`config.mk`:
```
export PLATFORM = sky130hd
export DESIGN_NAME = calc_arbiter_flat
export DESIGN_NICKNAME = d
export VERILOG_FILES = /design/src/rtl/calc_arbiter_if.sv /design/src/rtl/calc_arbiter.sv /design/src/flat_wrapper.sv
export SDC_FILE = /design/constraint.sdc
export NUM_CORES = 1
export LEC_CHECK = 0
export CORE_MARGIN = 4
export CORE_UTILIZATION = 48
export CTS_CLUSTER_DIAMETER = 40
export CTS_CLUSTER_SIZE = 8
export DETAILED_ROUTE_END_ITERATION = 10
export PLACE_DENSITY = 0.79
export RECOVER_POWER = 50
export SYNTH_ARGS = -nofsm -noshare
export SYNTH_HDL_FRONTEND = slang
export SYNTH_HIERARCHICAL = 1
export SYNTH_SLANG_ARGS = --single-unit
```
`constraint.sdc`:
```
create_clock -name clk -period 2.45 [get_ports clk]
set_clock_uncertainty 0.1 [all_clocks]
set_input_delay 0.49 -clock clk [delete_from_list [all_inputs] [get_ports clk]]
set_output_delay 0.49 -clock clk [all_outputs]
set_load 0.03 [all_outputs]
```
`src/rtl/calc_arbiter_if.sv`:
```
// calc_arbiter_if: request/response bundle between requesters, the response
// consumer and calc_arbiter.
//
// Handshake rule (all channels): a transfer happens on a rising clk edge
// where valid and ready are both high. The producer holds valid and payload
// stable until that edge. It may drop valid before ready is seen, and then
// nothing is transferred. Ready may depend combinationally on valid.
interface calc_arbiter_if;
  // requester port 0
  logic       req0_valid;
  logic       req0_ready;
  logic [3:0] req0_a;
  logic [3:0] req0_b;
  logic [1:0] req0_op;
  // requester port 1
  logic       req1_valid;
  logic       req1_ready;
  logic [3:0] req1_a;
  logic [3:0] req1_b;
  logic [1:0] req1_op;
  // response channel
  logic       rsp_valid;
  logic       rsp_ready;
  logic       rsp_id;
  logic [4:0] rsp_result;
  // status
  logic       busy;

  // requester/consumer side
  modport master (
    output req0_valid, req0_a, req0_b, req0_op,
    output req1_valid, req1_a, req1_b, req1_op,
    output rsp_ready,
    input  req0_ready, req1_ready,
    input  rsp_valid, rsp_id, rsp_result, busy
  );

  // arbiter side
  modport slave (
    input  req0_valid, req0_a, req0_b, req0_op,
    input  req1_valid, req1_a, req1_b, req1_op,
    input  rsp_ready,
    output req0_ready, req1_ready,
    output rsp_valid, rsp_id, rsp_result, busy
  );
endinterface

```
`src/rtl/calc_arbiter.sv`:
```
// calc_arbiter: two-port front end for the shared 4-bit calculator ALU.
// One request is granted at a time (round-robin), its operands are held on
// the ALU for EXEC_CYCLES cycles, then the result is returned with the
// requester id through the response handshake.
//
// Build option: define CALC_ARB_FIXED_PRIO_EN to replace round-robin with
// fixed priority (port 0 wins when both ports are valid).
//
// Also contains `calculator`, the 4-bit ALU datapath instantiated here.

// calculator: 4-bit ALU with a 5-bit result.
//   Op 00: A + B, zero-extended (carry lands in bit 4)
//   Op 01: A - B modulo 32
//   Op 10: A & B, bit 4 = 0
//   Op 11: A | B, bit 4 = 0
module calculator (
  input  logic [3:0] A,
  input  logic [3:0] B,
  input  logic [1:0] Op,
  output logic [4:0] Result
);
  // pure combinational datapath
  always_comb begin
    Result = 5'd0;
    unique case (Op)
      2'b00:   Result = {1'b0, A} + {1'b0, B};
      2'b01:   Result = {1'b0, A} - {1'b0, B};
      2'b10:   Result = {1'b0, A & B};
      default: Result = {1'b0, A | B};
    endcase
  end
endmodule

module calc_arbiter #(
  // cycles spent in EXEC with the latched operands on the ALU (1..15)
  parameter int unsigned EXEC_CYCLES = 1
) (
  input  logic          clk,
  input  logic          rst,
  calc_arbiter_if.slave bus,
  output logic [1:0]    state_dbg
);

  typedef enum logic [1:0] {
    IDLE = 2'd0,
    EXEC = 2'd1,
    RESP = 2'd2
  } state_t;

  // The counter runs from EXEC_CYCLES-1 down to 0, so EXEC lasts exactly
  // EXEC_CYCLES cycles.
  localparam logic [3:0] CNT_LOAD = 4'(EXEC_CYCLES - 1);

  state_t     state_q;
  state_t     state_d;

  logic [3:0] cnt_q;
  logic [3:0] a_q;
  logic [3:0] b_q;
  logic [1:0] op_q;
  logic       id_q;

  logic [4:0] alu_result;
  logic [4:0] rsp_result_q;
  logic       rsp_id_q;

  logic       any_valid;
  logic       win_id;
  logic       accept;
  logic       exec_done;

`ifndef CALC_ARB_FIXED_PRIO_EN
  // Last granted port; resets to 1 so port 0 gets the first tie.
  logic       last_grant_q;
`endif

  assign any_valid = bus.req0_valid | bus.req1_valid;

`ifdef CALC_ARB_FIXED_PRIO_EN
  // Fixed priority: port 1 only wins when port 0 is not asking.
  always_comb begin
    win_id = ~bus.req0_valid;
  end
`else
  // Round-robin: on a tie the port that did not win last time goes first.
  always_comb begin
    win_id = 1'b0;
    if (bus.req0_valid && bus.req1_valid) begin
      win_id = ~last_grant_q;
    end else if (bus.req1_valid) begin
      win_id = 1'b1;
    end
  end
`endif

  // Grant only in IDLE and never while reset is held. The winner is decided
  // in the same cycle, so at most one ready is high.
  assign accept         = (state_q == IDLE) && any_valid && !rst;
  assign bus.req0_ready = accept && !win_id;
  assign bus.req1_ready = accept && win_id;

  assign exec_done = (state_q == EXEC) && (cnt_q == 4'd0);

  // State register
  always_ff @(posedge clk) begin
    if (rst) begin
      state_q <= IDLE;
    end else begin
      state_q <= state_d;
    end
  end

  // Next-state logic
  always_comb begin
    state_d = state_q;
    unique case (state_q)
      IDLE: begin
        if (accept) begin
          state_d = EXEC;
        end
      end
      EXEC: begin
        if (exec_done) begin
          state_d = RESP;
        end
      end
      RESP: begin
        if (bus.rsp_ready) begin
          state_d = IDLE;
        end
      end
      default: state_d = IDLE;
    endcase
  end

  // Latch the winning request so the ALU inputs stay stable through EXEC
  always_ff @(posedge clk) begin
    if (rst) begin
      a_q  <= 4'd0;
      b_q  <= 4'd0;
      op_q <= 2'd0;
      id_q <= 1'b0;
    end else if (accept) begin
      a_q  <= win_id ? bus.req1_a  : bus.req0_a;
      b_q  <= win_id ? bus.req1_b  : bus.req0_b;
      op_q <= win_id ? bus.req1_op : bus.req0_op;
      id_q <= win_id;
    end
  end

`ifndef CALC_ARB_FIXED_PRIO_EN
  // Remember who won so the next tie goes to the other port
  always_ff @(posedge clk) begin
    if (rst) begin
      last_grant_q <= 1'b1;
    end else if (accept) begin
      last_grant_q <= win_id;
    end
  end
`endif

  // Execute counter: loaded on accept, counts down while in EXEC
  always_ff @(posedge clk) begin
    if (rst) begin
      cnt_q <= 4'd0;
    end else if (accept) begin
      cnt_q <= CNT_LOAD;
    end else if ((state_q == EXEC) && (cnt_q != 4'd0)) begin
      cnt_q <= cnt_q - 4'd1;
    end
  end

  calculator u_alu (
    .A      (a_q),
    .B      (b_q),
    .Op     (op_q),
    .Result (alu_result)
  );

  // Capture the ALU result on the last EXEC cycle; held through RESP
  always_ff @(posedge clk) begin
    if (rst) begin
      rsp_result_q <= 5'd0;
      rsp_id_q     <= 1'b0;
    end else if (exec_done) begin
      rsp_result_q <= alu_result;
      rsp_id_q     <= id_q;
    end
  end

  assign bus.rsp_valid  = (state_q == RESP);
  assign bus.rsp_result = rsp_result_q;
  assign bus.rsp_id     = rsp_id_q;
  assign bus.busy       = (state_q != IDLE);
  assign state_dbg      = state_q;

endmodule

```
`src/flat_wrapper.sv`:
```
// flat-port wrapper written by rule: the top's interface ports become plain ports
module calc_arbiter_flat 
#(
                                                                      
  parameter int unsigned EXEC_CYCLES = 1
)
  (clk, rst, state_dbg, bus_req0_valid, bus_req0_a, bus_req0_b, bus_req0_op, bus_req1_valid, bus_req1_a, bus_req1_b, bus_req1_op, bus_rsp_ready, bus_req0_ready, bus_req1_ready, bus_rsp_valid, bus_rsp_id, bus_rsp_result, bus_busy);
  calc_arbiter_if bus_i ();
  input  logic clk;
  input  logic rst;
  output logic [1:0] state_dbg;
  input wire logic [$bits(bus_i.req0_valid)-1:0] bus_req0_valid;
  input wire logic [$bits(bus_i.req0_a)-1:0] bus_req0_a;
  input wire logic [$bits(bus_i.req0_b)-1:0] bus_req0_b;
  input wire logic [$bits(bus_i.req0_op)-1:0] bus_req0_op;
  input wire logic [$bits(bus_i.req1_valid)-1:0] bus_req1_valid;
  input wire logic [$bits(bus_i.req1_a)-1:0] bus_req1_a;
  input wire logic [$bits(bus_i.req1_b)-1:0] bus_req1_b;
  input wire logic [$bits(bus_i.req1_op)-1:0] bus_req1_op;
  input wire logic [$bits(bus_i.rsp_ready)-1:0] bus_rsp_ready;
  output wire logic [$bits(bus_i.req0_ready)-1:0] bus_req0_ready;
  output wire logic [$bits(bus_i.req1_ready)-1:0] bus_req1_ready;
  output wire logic [$bits(bus_i.rsp_valid)-1:0] bus_rsp_valid;
  output wire logic [$bits(bus_i.rsp_id)-1:0] bus_rsp_id;
  output wire logic [$bits(bus_i.rsp_result)-1:0] bus_rsp_result;
  output wire logic [$bits(bus_i.busy)-1:0] bus_busy;
  assign bus_i.req0_valid = bus_req0_valid;
  assign bus_i.req0_a = bus_req0_a;
  assign bus_i.req0_b = bus_req0_b;
  assign bus_i.req0_op = bus_req0_op;
  assign bus_i.req1_valid = bus_req1_valid;
  assign bus_i.req1_a = bus_req1_a;
  assign bus_i.req1_b = bus_req1_b;
  assign bus_i.req1_op = bus_req1_op;
  assign bus_i.rsp_ready = bus_rsp_ready;
  assign bus_req0_ready = bus_i.req0_ready;
  assign bus_req1_ready = bus_i.req1_ready;
  assign bus_rsp_valid = bus_i.rsp_valid;
  assign bus_rsp_id = bus_i.rsp_id;
  assign bus_rsp_result = bus_i.rsp_result;
  assign bus_busy = bus_i.busy;
  calc_arbiter #(.EXEC_CYCLES(EXEC_CYCLES)) u_core (.clk(clk), .rst(rst), .bus(bus_i), .state_dbg(state_dbg));
endmodule
```
==> impl_metrics.env <==
export IMPL_first_global_vias=1378
export IMPL_dp_hpwl_um=2880
export IMPL_whs_path_depth=2
export IMPL_rrSetupSlack_ns=0.11
export IMPL_reg2reg_from="u_core/b_q[0]$_SDFFE_PP0N_"
export IMPL_clk_latency_ns=0.31
export IMPL_status="complete, no violations"
export IMPL_min_from="u_core/bus.rsp_result[4]$_SDFFE_PP0P_"
export IMPL_cpMaxStageDelayCell="dlygate4sd3_1"
export IMPL_syn_num_nets=197
export IMPL_synth_seq_cells=24
export IMPL_routabilityCongestion=0.8213
export IMPL_synthXorXnorAreaFrac_pct=2.435
export IMPL_yosysWarningCount=6
export IMPL_die_w_um=62.75
export IMPL_cts_tree="built"
export IMPL_r2r_cells=11
export IMPL_postRouteAntennaNets=0
export IMPL_synthAdderAreaFrac_pct=10.52
export IMPL_wl_per_cell_um=15.92
export IMPL_synth_compound_area_share_pct=24.17
export IMPL_rows=19
export IMPL_relSlewSlack_pct=56.00
export IMPL_critPathMaxStageDelay_ns=0.61
export IMPL_synth_top_family_by_area="compound AO/OA/AOI/OAI gates"
export IMPL_drive_above_1_share_pct=13.00
export IMPL_io_pins=37
export IMPL_fmax_mhz=425.8
export IMPL_routed_wl_um=3678
export IMPL_cts_root_buf="clkbuf_4"
export IMPL_path_cells="dlygate4sd3_1 -> or2_2 -> nand3_1 -> nor2_1 -> buf_4"
export IMPL_powerDensity_nw_per_um2=569.6
export IMPL_chipHeight_um=62.75
export IMPL_synth_cell_type_count=42
export IMPL_yosys_area_share_simple_pct=13.74
export IMPL_grt_overflow_total=0
export IMPL_start_util_pct=51.29
export IMPL_rsz0062_at_grt="no"
export IMPL_fin_nets=236
export IMPL_cp_arrival_ns=1.76
export IMPL_yosysSeqAreaShare_pct=33.39
export IMPL_core_sq_um=2805
export IMPL_postSynthCellCount=163
export IMPL_holdPathEnd="u_core/bus.rsp_result[4]$_SDFFE_PP0P_"
export IMPL_area_delta_synth_final_pct=31.13
export IMPL_synth_avg_cell_area_sq_um=8.827
export IMPL_syn_area_sq_um=1439
export IMPL_drc_errors=0
export IMPL_vias_per_cell=5.944
export IMPL_period_minus_slack_ns=2.349
export IMPL_critical_path_class="in2out"
export IMPL_numCtsBuffers=3
export IMPL_synthMuxAreaShare_pct=9.217
export IMPL_leakagePower_uw=0.0007180
export IMPL_ir_worst_vdd_mv=0.3112
export IMPL_end_kind="output port"
export IMPL_synthFlopType="dfxtp_1"
export IMPL_synth_edf_count=0
export IMPL_drv_cap=0
export IMPL_drt_iter0_markers=59
export IMPL_timing_rr_end="u_core/bus.rsp_result[4]$_SDFFE_PP0P_"
export IMPL_cts_htree_levels=1
export IMPL_clock_path_buffers=2
export IMPL_path_clk_slew_ns=0.12
export IMPL_die_area_sq_um=3938
export IMPL_grt_max_degree=17
export IMPL_slew_viol_final=0
export IMPL_hp_class="reg2reg"
export IMPL_hold_violations=0
export IMPL_grt_pass1_wl_um=6016
export IMPL_finalSetupTns_ns=0
export IMPL_ys_top_cells_by_area="dfxtp_1 33%, mux2i_1 7.7%, ha_1 7.0%"
export IMPL_cts_sinks=24
export IMPL_cp_max_fo=3
export IMPL_grt_antenna_before_repair=0
export IMPL_netlist_area_leader_share_pct=33.39
export IMPL_groute_usage_overall_pct=18.54
export IMPL_start_kind="primary input"
export IMPL_worstPathRequired_ns=1.86
export IMPL_tightest_slew_ns=0.6531
export IMPL_power_uw=1075
export IMPL_n_antenna_cell=0
export IMPL_post_route_period_util_pct=95.86
export IMPL_io_buffer_count=36
export IMPL_drtPass1Iterations=4
export IMPL_via_count=1373
export IMPL_finalSetupViolations=0
export IMPL_yosys_area_top_type="dfxtp_1"
export IMPL_synth_async_sr_flop_share_pct=0
## registers in the layout, indices dropped and copies added (netlist names)
| name | flops |
|---|---|
| u_core/bus.rsp_id | 1 |
| u_core/op_q | 2 |
| u_core/last_grant_q | 1 |
| u_core/id_q | 1 |
| u_core/bus.rsp_result | 5 |
| u_core/state_dbg | 2 |
| u_core/b_q | 4 |
| u_core/a_q | 4 |
| u_core/cnt_q | 4 |
## layout make-up
| class | count | area [sq um] |
|---|---|---|
| flip-flops and latches | 24 | 488.0 |
| repair buffers | 45 | 419.2 |
| fillers | 239 | 918.4 |
| multi-input cells | 118 | 880.8 |
| well taps | 31 | 38.79 |
| clock buffers | 3 | 22.52 |
| inverters | 10 | 37.54 |
## worst max path at each step
| stage | end | startpoint | slack (ns) |
|---|---|---|---|
| 2_1_floorplan | u_core/bus.rsp_result[3]$_SDFFE_PP0P_ | u_core/b_q[0]$_SDFFE_PP0N_ | 0.25 |
| 3_3_place_gp | u_core/bus.rsp_result[3]$_SDFFE_PP0P_ | u_core/b_q[0]$_SDFFE_PP0N_ | 0.17 |
| 3_5_place_dp | u_core/bus.rsp_result[3]$_SDFFE_PP0P_ | u_core/b_q[0]$_SDFFE_PP0N_ | 0.08 |
| 4_1_cts | u_core/bus.rsp_result[3]$_SDFFE_PP0P_ | u_core/b_q[0]$_SDFFE_PP0N_ | 0.03 |
| 5_1_grt | u_core/bus.rsp_result[4]$_SDFFE_PP0P_ | u_core/b_q[0]$_SDFFE_PP0N_ | 0.02 |
| 6_report | bus_req0_ready | bus_req0_valid | 0.10 |
## routing by layer
metal / wire length [um] / vias to the layer above / track usage (%)
li1: - / 671 / -
met1: 1608 / 668 / 22.19
met2: 1939 / 30 / 33.69
met3: 94 / 4 / 1.978
met4: 36 / 0 / 7.163
met5: 0 / - / 0
## per-stage QoR
stage / cells / utilization, % / setup WS [ns] / instance area, sq um / hold slack, ns
detailed placement: 227 / 65.48 / 0.08062 / 1837 / 0.3720
CTS: 230 / 66.28 / 0.03473 / 1859 / 0.3896
floorplan: 163 / - / 0.2515 / 1439 / 0.3271
finish: 231 / 67.26 / 0.1014 / 1887 / 0.3901
global placement: 227 / 65.48 / 0.1673 / 1837 / 0.3600
global route: 231 / 67.26 / 0.01882 / 1887 / 0.4150
## where the power goes
part / switching (uW) / internal, uW
Combinational: 225 / 222
Sequential: 30.8 / 424
Clock: 115 / 57.6
Total: 371 / 703
## cell usage in the layout, fill, tap and decap left out, types with 2 or more instances in the layout
| master | synthesis | final |
|---|---|---|
| a31oi_1 | 9 | 9 |
| maj3_1 | 2 | 2 |
| nor2b_1 | 2 | 2 |
| a211oi_1 | 9 | 9 |
| or4_1 | 2 | 2 |
| nor3_1 | 3 | 3 |
| nor2_1 | 10 | 10 |
| a21oi_1 | 13 | 12 |
| o21ai_0 | 10 | 11 |
| clkdlybuf4s50_1 | 0 | 33 |
| o21a_1 | 2 | 2 |
| dfxtp_1 | 24 | 22 |
| ha_1 | 8 | 8 |
| mux2i_1 | 11 | 10 |
| nand3_1 | 8 | 8 |
| mux2_2 | 2 | 2 |
| dfxtp_4 | 0 | 2 |
| clkbuf_4 | 0 | 3 |
| nand2_1 | 2 | 2 |
| a22oi_1 | 2 | 2 |
| inv_1 | 9 | 9 |
| xnor2_1 | 4 | 4 |
| buf_4 | 0 | 10 |
## synth_stat cells, types with 2 or more instances
library cell,number
a21oi_1,13
xnor2_1,4
maj3_1,2
mux2_2,2
a211oi_1,9
nor3_1,3
a31oi_1,9
inv_1,9
nor2_1,10
ha_1,8
or4_1,2
clkbuf_1,4
buf_2,6
o21ai_0,10
nand3_1,8
nor2b_1,2
dfxtp_1,24
nand2_1,2
mux2i_1,11
a22oi_1,2
o21a_1,2
## what timing repair did
item,CTS,global route
setup endpoints to repair,0,1
resized for setup,0,7
buffers inserted,0,1
hold buffers,0,0
## worst max-delay path: cells and delay by family
kind,cells,cell delay (ns)
buffers and inverters,2,0.78
AND/OR/NAND/NOR,3,0.50
## cells by family (layout without fill, tap and decap cells)
group / Yosys count / in the layout
AO/OA/AOI/OAI: 53 / 53
AND/OR/NAND/NOR: 36 / 36
flip-flops: 24 / 24
buffers and inverters: 21 / 58
multiplexers: 13 / 13
adder cells (fa/ha/maj): 12 / 12
XOR/XNOR: 4 / 4
Note: power is estimated with default switching activity, not from simulation.
